[src/rtl/transmissor_status_elevador_if.sv]
`default_nettype none
// ----------------------------------------------------------------------------
// transmissor_status_elevador_if: request, contents-RAM and serial/status bus
// of the elevator status transmitter.  Rev 1.0
// ----------------------------------------------------------------------------
interface transmissor_status_elevador_if;
    logic       partida;
    logic [1:0] andar_atual;
    logic [4:0] n_itens;
    logic [3:0] item_addr;
    logic [1:0] item_tipo;
    logic [1:0] item_destino;
    logic       TX;
    logic       ocupado;
    logic       pronto;
    logic [3:0] db_estado;

    modport master (
        output partida, andar_atual, n_itens, item_tipo, item_destino,
        input  item_addr, TX, ocupado, pronto, db_estado
    );

    modport slave (
        input  partida, andar_atual, n_itens, item_tipo, item_destino,
        output item_addr, TX, ocupado, pronto, db_estado
    );
endinterface
`default_nettype wire

[src/rtl/transmissor_status_elevador.sv]
`default_nettype none
// ----------------------------------------------------------------------------
// transmissor_status_elevador: sends one 8N1 status frame (sync, count/floor,
// items, terminator) per accepted request.  Rev 1.0
// ----------------------------------------------------------------------------
module transmissor_status_elevador #(
    parameter int BAUD_DIV = 434
) (
    input  wire logic clock,
    input  wire logic reset,
    transmissor_status_elevador_if.slave bus
);
    localparam logic [15:0] C_BAUD_LAST = 16'(BAUD_DIV - 1);
    // Third-to-last clock of a byte: the RAM fetch then fills the final two stop-bit clocks.
    localparam logic [15:0] C_PRE_BAUD  = (BAUD_DIV >= 3) ? 16'(BAUD_DIV - 3) : 16'(BAUD_DIV - 1);
    localparam logic [3:0]  C_PRE_BIT   = (BAUD_DIV >= 3) ? 4'd9 : 4'd8;
    localparam logic [7:0]  C_SYNC      = 8'hA5;
    localparam logic [7:0]  C_TERM      = 8'h0A;

    typedef enum logic [3:0] {
        OCIOSO     = 4'd0,
        CABECALHO  = 4'd1,
        CONTAGEM   = 4'd2,
        LE_ITEM    = 4'd3,
        ESPERA_RAM = 4'd4,
        ITEM       = 4'd5,
        TERMINADOR = 4'd6,
        FIM        = 4'd7
    } estado_t;

    estado_t     r_state;
    estado_t     w_next;
    logic [15:0] r_baud;
    logic [3:0]  r_bit;
    logic [7:0]  r_byte;
    logic [4:0]  r_n_lat;
    logic [1:0]  r_andar;
    logic [3:0]  r_addr;

    logic        w_sending;
    logic        w_byte_end;
    logic        w_pre_end;
    logic        w_more;
    logic [4:0]  w_n_clamp;
    logic [3:0]  w_bit_m1;
    logic        w_tx;

    assign w_sending  = (r_state != OCIOSO) && (r_state != FIM);
    assign w_byte_end = w_sending && (r_bit == 4'd9) && (r_baud == C_BAUD_LAST);
    assign w_pre_end  = w_sending && (r_bit == C_PRE_BIT) && (r_baud == C_PRE_BAUD);
    assign w_more     = ({1'b0, r_addr} + 5'd1) < r_n_lat;
    assign w_n_clamp  = (bus.n_itens > 5'd16) ? 5'd16 : bus.n_itens;
    assign w_bit_m1   = r_bit - 4'd1;

    always_ff @(posedge clock or negedge reset) begin
        if (!reset) begin
            r_state <= OCIOSO;
        end else begin
            r_state <= w_next;
        end
    end

    always_comb begin
        w_next = r_state;
        w_tx   = 1'b1;
        case (r_state)
            OCIOSO:     if (bus.partida) w_next = CABECALHO;
            CABECALHO:  if (w_byte_end) w_next = CONTAGEM;
            CONTAGEM: begin
                if (r_n_lat != 5'd0) begin
                    if (w_pre_end) w_next = LE_ITEM;
                end else if (w_byte_end) begin
                    w_next = TERMINADOR;
                end
            end
            LE_ITEM:    w_next = ESPERA_RAM;
            ESPERA_RAM: w_next = ITEM;
            ITEM: begin
                if (w_more) begin
                    if (w_pre_end) w_next = LE_ITEM;
                end else if (w_byte_end) begin
                    w_next = TERMINADOR;
                end
            end
            TERMINADOR: if (w_byte_end) w_next = FIM;
            FIM:        w_next = OCIOSO;
            default:    w_next = OCIOSO;
        endcase

        if (w_sending) begin
            case (r_bit)
                4'd0:    w_tx = 1'b0;
                4'd9:    w_tx = 1'b1;
                default: w_tx = r_byte[w_bit_m1[2:0]];
            endcase
        end
    end

    always_ff @(posedge clock or negedge reset) begin
        if (!reset) begin
            r_baud  <= '0;
            r_bit   <= '0;
            r_byte  <= '0;
            r_n_lat <= '0;
            r_andar <= '0;
            r_addr  <= '0;
        end else begin
            if (w_sending) begin
                if (r_baud == C_BAUD_LAST) begin
                    r_baud <= '0;
                    r_bit  <= (r_bit == 4'd9) ? 4'd0 : r_bit + 4'd1;
                end else begin
                    r_baud <= r_baud + 16'd1;
                end
            end else begin
                r_baud <= '0;
                r_bit  <= '0;
            end

            case (r_state)
                OCIOSO: begin
                    if (w_next == CABECALHO) begin
                        r_n_lat <= w_n_clamp;
                        r_andar <= bus.andar_atual;
                        r_byte  <= C_SYNC;
                        r_addr  <= '0;
                    end
                end
                CABECALHO:  if (w_next == CONTAGEM) r_byte <= {1'b0, r_n_lat, r_andar};
                // Stop bit is constant 1, so the next byte can be loaded while it is still on the line.
                ESPERA_RAM: r_byte <= {4'h3, bus.item_tipo, bus.item_destino};
                default:    ;
            endcase

            if ((w_next == TERMINADOR) && (r_state != TERMINADOR)) begin
                r_byte <= C_TERM;
                r_addr <= '0;
            end
            if ((r_state == ITEM) && (w_next == LE_ITEM)) begin
                r_addr <= r_addr + 4'd1;
            end
        end
    end

    assign bus.TX        = w_tx;
    assign bus.ocupado   = (r_state != OCIOSO);
    assign bus.pronto    = (r_state == FIM);
    assign bus.db_estado = r_state;
    assign bus.item_addr = r_addr;
endmodule
`default_nettype wire

[src/flat_wrapper.sv]
// flat-port wrapper written by rule: the top's interface ports become plain ports
module transmissor_status_elevador_flat 
#(
    parameter int BAUD_DIV = 434
)
  (clock, reset, bus_partida, bus_andar_atual, bus_n_itens, bus_item_tipo, bus_item_destino, bus_item_addr, bus_TX, bus_ocupado, bus_pronto, bus_db_estado);
  transmissor_status_elevador_if bus_i ();
  input  wire logic clock;
  input  wire logic reset;
  input wire logic [$bits(bus_i.partida)-1:0] bus_partida;
  input wire logic [$bits(bus_i.andar_atual)-1:0] bus_andar_atual;
  input wire logic [$bits(bus_i.n_itens)-1:0] bus_n_itens;
  input wire logic [$bits(bus_i.item_tipo)-1:0] bus_item_tipo;
  input wire logic [$bits(bus_i.item_destino)-1:0] bus_item_destino;
  output wire logic [$bits(bus_i.item_addr)-1:0] bus_item_addr;
  output wire logic [$bits(bus_i.TX)-1:0] bus_TX;
  output wire logic [$bits(bus_i.ocupado)-1:0] bus_ocupado;
  output wire logic [$bits(bus_i.pronto)-1:0] bus_pronto;
  output wire logic [$bits(bus_i.db_estado)-1:0] bus_db_estado;
  assign bus_i.partida = bus_partida;
  assign bus_i.andar_atual = bus_andar_atual;
  assign bus_i.n_itens = bus_n_itens;
  assign bus_i.item_tipo = bus_item_tipo;
  assign bus_i.item_destino = bus_item_destino;
  assign bus_item_addr = bus_i.item_addr;
  assign bus_TX = bus_i.TX;
  assign bus_ocupado = bus_i.ocupado;
  assign bus_pronto = bus_i.pronto;
  assign bus_db_estado = bus_i.db_estado;
  transmissor_status_elevador #(.BAUD_DIV(BAUD_DIV)) u_core (.clock(clock), .reset(reset), .bus(bus_i));
endmodule
[config.mk]
export PLATFORM = sky130hd
export DESIGN_NAME = transmissor_status_elevador_flat
export DESIGN_NICKNAME = d
export VERILOG_FILES = /design/src/rtl/transmissor_status_elevador_if.sv /design/src/rtl/transmissor_status_elevador.sv /design/src/flat_wrapper.sv
export SDC_FILE = /design/constraint.sdc
export NUM_CORES = 1
export LEC_CHECK = 0
export BUFFER_PORTS_ARGS = -buffer_cell sky130_fd_sc_hd__buf_2
export CORE_UTILIZATION = 31
export DETAILED_ROUTE_END_ITERATION = 8
export SLEW_MARGIN = 10
export SYNTH_ARGS = -nofsm -noshare
export SYNTH_HDL_FRONTEND = slang
export SYNTH_SLANG_ARGS = --single-unit
[constraint.sdc]
create_clock -name clock -period 3.4 [get_ports clock]
set_input_delay 0.17 -clock clock [delete_from_list [all_inputs] [get_ports clock]]
set_output_delay 0.17 -clock clock [all_outputs]
set_load 0.01 [all_outputs]
==> impl_metrics.xml <==
<?xml version="1.0" encoding="UTF-8"?>
<metrics>
  <group name="run_status">
    <metric name="run_status" unit="">complete, no violations</metric>
  </group>
  <group name="floorplanning">
    <metric name="chipWidth" unit="um">91.8</metric>
    <metric name="io_pins" unit="">25</metric>
    <metric name="placementRows" unit="">32</metric>
    <metric name="dieHeight" unit="um">91.8</metric>
    <metric name="core_region_area" unit="um^2">7770</metric>
    <metric name="design.die.area" unit="um^2">8430</metric>
    <metric name="initial_core_util" unit="%">32.2</metric>
  </group>
  <group name="power">
    <metric name="pwr_density_cell" unit="nW/um^2">383</metric>
    <metric name="power_frac_clock" unit="%">28.0</metric>
    <metric name="net_switching_power" unit="uW">293</metric>
    <metric name="vdd_ir_drop_max" unit="V">0.000135</metric>
    <metric name="switching_power_share_of_the_total" unit="%">27.6</metric>
    <metric name="static-leakage-power" unit="nW">1.24</metric>
    <metric name="internal_power" unit="uW">769</metric>
    <metric name="combinationalPowerShare" unit="%">15.6</metric>
    <metric name="power_frac_seq" unit="%">56.5</metric>
  </group>
  <group name="cells_and_area">
    <metric name="areaGrowthSynthToFinish" unit="%">10.7</metric>
    <metric name="multi_input_area" unit="um^2">1320</metric>
    <metric name="layout-drive-gt1-share" unit="%">15.8</metric>
    <metric name="mostFrequentLayoutCells" unit="">sky130_fd_sc_hd__dfrtp_1, sky130_fd_sc_hd__nor2_1, sky130_fd_sc_hd__nand2_1</metric>
    <metric name="final_nets" unit="">310</metric>
    <metric name="antenna-diode-count" unit="">0</metric>
    <metric name="layout.area.seq" unit="um^2">1080</metric>
    <metric name="filler_cell_count" unit="">825</metric>
    <metric name="final_design_area_no_fill" unit="um^2">2770</metric>
    <metric name="mostFrequentLayoutCell" unit="">sky130_fd_sc_hd__dfrtp_1</metric>
  </group>
  <group name="worst_setup_path">
    <metric name="reg2reg_to" unit="">u_core.r_byte[1]$_DFFE_PN0P_</metric>
    <metric name="reg2reg_from" unit="">u_core.bus.item_addr[0]$_DFFE_PN0P_</metric>
    <metric name="worstSetupPathType" unit="">reg2reg</metric>
    <metric name="cp.arrival" unit="ns">2.94</metric>
    <metric name="critical_path_peak_fanout" unit="">12</metric>
    <metric name="end_kind" unit="">register</metric>
    <metric name="critical_path_required" unit="ns">3.58</metric>
    <metric name="start_kind" unit="">register</metric>
    <metric name="regToRegSetupSlack" unit="ns">0.64</metric>
    <metric name="worst_r2r_path_depth" unit="">10</metric>
  </group>
  <group name="placement">
    <metric name="io_buffer_count" unit="">24</metric>
    <metric name="place.gp.congestion" unit="">0.883</metric>
    <metric name="dp_hpwl" unit="um">3900</metric>
    <metric name="detailed_place.area" unit="um^2">2700</metric>
  </group>
  <group name="synthesis">
    <metric name="average_footprint_of_a_synthesized_cell" unit="um^2">9.44</metric>
    <metric name="ys.flop_type" unit="">sky130_fd_sc_hd__dfrtp_1</metric>
    <metric name="synth_area" unit="um^2">2500</metric>
    <metric name="synth_enable_flop_cells" unit="">0</metric>
    <metric name="ys.warnings.count" unit="">0</metric>
    <metric name="ys_seq_elements" unit="">43</metric>
    <metric name="synth.distinct_cells" unit="">53</metric>
    <metric name="ys_async_sr_fraction" unit="%">100</metric>
    <metric name="syn-instance-count" unit="">265</metric>
    <metric name="synthesis.nets" unit="">289</metric>
    <metric name="synth_sequential_area_ratio" unit="%">43.0</metric>
  </group>
  <group name="clock_tree">
    <metric name="clock-root-buffer" unit="">sky130_fd_sc_hd__clkbuf_8</metric>
    <metric name="buffers_from_clock_root_to_sink_at_most" unit="">2</metric>
    <metric name="cts-hold-fix-buffers" unit="">0</metric>
    <metric name="postCtsResizedCells" unit="">0</metric>
    <metric name="cts_setup_buffers" unit="">0</metric>
    <metric name="cts_tree" unit="">built</metric>
    <metric name="clock_sink_count" unit="">43</metric>
    <metric name="worstSkewPairLatency" unit="ns">0.29</metric>
    <metric name="clkTransAtPathRegs" unit="ns">0.07</metric>
    <metric name="clock_tree.htree_level_count" unit="">2</metric>
    <metric name="cts_buffers" unit="">5</metric>
  </group>
  <group name="detailed_routing">
    <metric name="wire_per_inst" unit="um">13.9</metric>
    <metric name="drt_drc_violations_left" unit="">0</metric>
    <metric name="dr_total_vias" unit="">1994</metric>
    <metric name="drt_iter0_drc" unit="">127</metric>
    <metric name="detail-route-antenna-nets" unit="">0</metric>
    <metric name="viasPerCell" unit="">5.15</metric>
    <metric name="totalWireLength" unit="um">5370</metric>
    <metric name="drt-pass1-iter-count" unit="">4</metric>
  </group>
  <group name="grt">
    <metric name="grt_pass1_vias" unit="">1825</metric>
    <metric name="wire_length_of_the_first_global_routing_pass" unit="um">9010</metric>
    <metric name="antenna_found_initial" unit="">0</metric>
    <metric name="groute.layer.met1.usage" unit="%">19.0</metric>
    <metric name="use_met3" unit="%">3.32</metric>
    <metric name="grt_use_met2" unit="%">20.9</metric>
    <metric name="grt_usage" unit="%">13.8</metric>
    <metric name="grt_overflow_total" unit="">0</metric>
    <metric name="grt_max_degree" unit="">44</metric>
    <metric name="global_route.peak_usage_layer" unit="">met2</metric>
  </group>
  <group name="timing">
    <metric name="final_number_of_hold_violating_endpoints" unit="">0</metric>
    <metric name="period_needed" unit="ns">2.76</metric>
    <metric name="max-slew-margin-rel" unit="%">36.1</metric>
    <metric name="tightestPinTransition" unit="ns">0.958</metric>
    <metric name="finalCritPeriodShare" unit="%">81.2</metric>
    <metric name="final_setup_viols" unit="">0</metric>
    <metric name="grt_setup_unrepaired" unit="">no</metric>
    <metric name="max_freq" unit="MHz">362</metric>
    <metric name="timing.clock.skew" unit="ns">0.00546</metric>
    <metric name="slew_viol_final" unit="">0</metric>
    <metric name="finalSetupTns" unit="ns">0</metric>
  </group>
  <group name="min_path">
    <metric name="min_path_type" unit="">in2async</metric>
  </group>
  <group name="run">
    <metric name="number_of_max_cap_violations" unit="">0</metric>
  </group>
</metrics>
[Yosys cell counts, types with 4 or more instances]
| master | n | area, um^2 |
|---|---|---|
| sky130_fd_sc_hd__nor2b_1 | 5 | 31.3 |
| sky130_fd_sc_hd__nor2_1 | 38 | 143 |
| sky130_fd_sc_hd__a32oi_1 | 4 | 35.0 |
| sky130_fd_sc_hd__ha_1 | 10 | 125 |
| sky130_fd_sc_hd__a21oi_1 | 9 | 45.0 |
| sky130_fd_sc_hd__inv_1 | 11 | 41.3 |
| sky130_fd_sc_hd__clkbuf_1 | 5 | 18.8 |
| sky130_fd_sc_hd__nand2b_1 | 9 | 56.3 |
| sky130_fd_sc_hd__o21ai_0 | 8 | 40.0 |
| sky130_fd_sc_hd__xor2_1 | 6 | 52.6 |
| sky130_fd_sc_hd__o22ai_1 | 5 | 31.3 |
| sky130_fd_sc_hd__nand2_1 | 27 | 101 |
| sky130_fd_sc_hd__nand3_1 | 8 | 40.0 |
| sky130_fd_sc_hd__xnor2_1 | 8 | 70.1 |
| sky130_fd_sc_hd__dfrtp_1 | 43 | 1080 |
[state kept, by name, indices dropped and copies added, names as in the netlist]
register and flops:
u_core.r_andar 2, u_core.bus.item_addr 4, u_core.r_n_lat 5, u_core.r_bit 4, u_core.bus.db_estado 4, u_core.r_byte 8
u_core.r_baud 16
[cell type report]
cell class | count | share of cell area, %
multi-input combinational | 200 | 47.8
inverter | 11 | 1.49
clock buffer | 6 | 2.62
timing repair buffer | 25 | 4.61
sequential | 43 | 38.9
tap | 102 | 4.61
[cell families after synthesis]
kind of cell | share of synthesized area (%)
compound gates | 13.4
xor+xnor | 4.90
fa+ha+maj | 5.00
buf+inv | 4.05
flops | 43.0
mux | 4.35
other cells | 0.150
simple gates | 25.1
[power by group through the flow]
stage	Clock (mW)	Combinational, mW	Sequential [mW]
after CTS	0.314	0.168	0.600
after detailed placement	0	0.167	0.610
final	0.297	0.165	0.599
after global routing	0.331	0.185	0.608
after global placement	0	0.164	0.609
after floorplan	0	0.127	0.594
[metrics by stage]
| stage | setup slack [ns] | instances | power, mW | hold WS [ns] | util [%] |
|---|---|---|---|---|---|
| after global placement | 0.765 | 381 | 0.773 | 0.387 | 34.7 |
| after floorplan | 0.825 | 265 | 0.720 | -0.126 | - |
| final | 0.639 | 387 | 1.06 | 0.0266 | 35.6 |
| after CTS | 0.634 | 387 | 1.08 | 0.0717 | 35.6 |
| after global routing | 0.438 | 387 | 1.12 | 0.0924 | 35.6 |
| after detailed placement | 0.665 | 381 | 0.777 | 0.390 | 34.7 |
[worst max-delay path by stage]
stage,slack (ns),cells after the start,startpoint,end
after floorplan,0.82,10,u_core.bus.item_addr[0]$_DFFE_PN0P_,u_core.bus.item_addr[0]$_DFFE_PN0P_
after global placement,0.77,10,u_core.bus.item_addr[0]$_DFFE_PN0P_,u_core.r_byte[7]$_DFFE_PN0P_
after detailed placement,0.66,10,u_core.bus.item_addr[0]$_DFFE_PN0P_,u_core.r_byte[1]$_DFFE_PN0P_
after CTS,0.63,10,u_core.bus.item_addr[0]$_DFFE_PN0P_,u_core.r_byte[1]$_DFFE_PN0P_
after global routing,0.44,10,u_core.bus.item_addr[0]$_DFFE_PN0P_,u_core.r_byte[7]$_DFFE_PN0P_
final,0.64,10,u_core.bus.item_addr[0]$_DFFE_PN0P_,u_core.r_byte[1]$_DFFE_PN0P_
[layer usage]
layer  share of wire (%)  vias to the layer above
li1                    -                      977
met1                  47                      968
met2                  47                       43
met3                 4.6                        6
met4                 1.6                        0
met5                   0                        -
[worst max-delay path, cell delays in order, from the launching register on]
cell and delay (ns):
sky130_fd_sc_hd__dfrtp_1 0.43, sky130_fd_sc_hd__ha_1 0.24, sky130_fd_sc_hd__xor2_1 0.20, sky130_fd_sc_hd__ha_1 0.28, sky130_fd_sc_hd__a21o_1 0.18, sky130_fd_sc_hd__a31oi_1 0.28, sky130_fd_sc_hd__o2111ai_1 0.17, sky130_fd_sc_hd__a211oi_1 0.40
sky130_fd_sc_hd__a211oi_2 0.08, sky130_fd_sc_hd__buf_4 0.20, sky130_fd_sc_hd__o21a_1 0.19
Power figures use the tool's default switching activity.
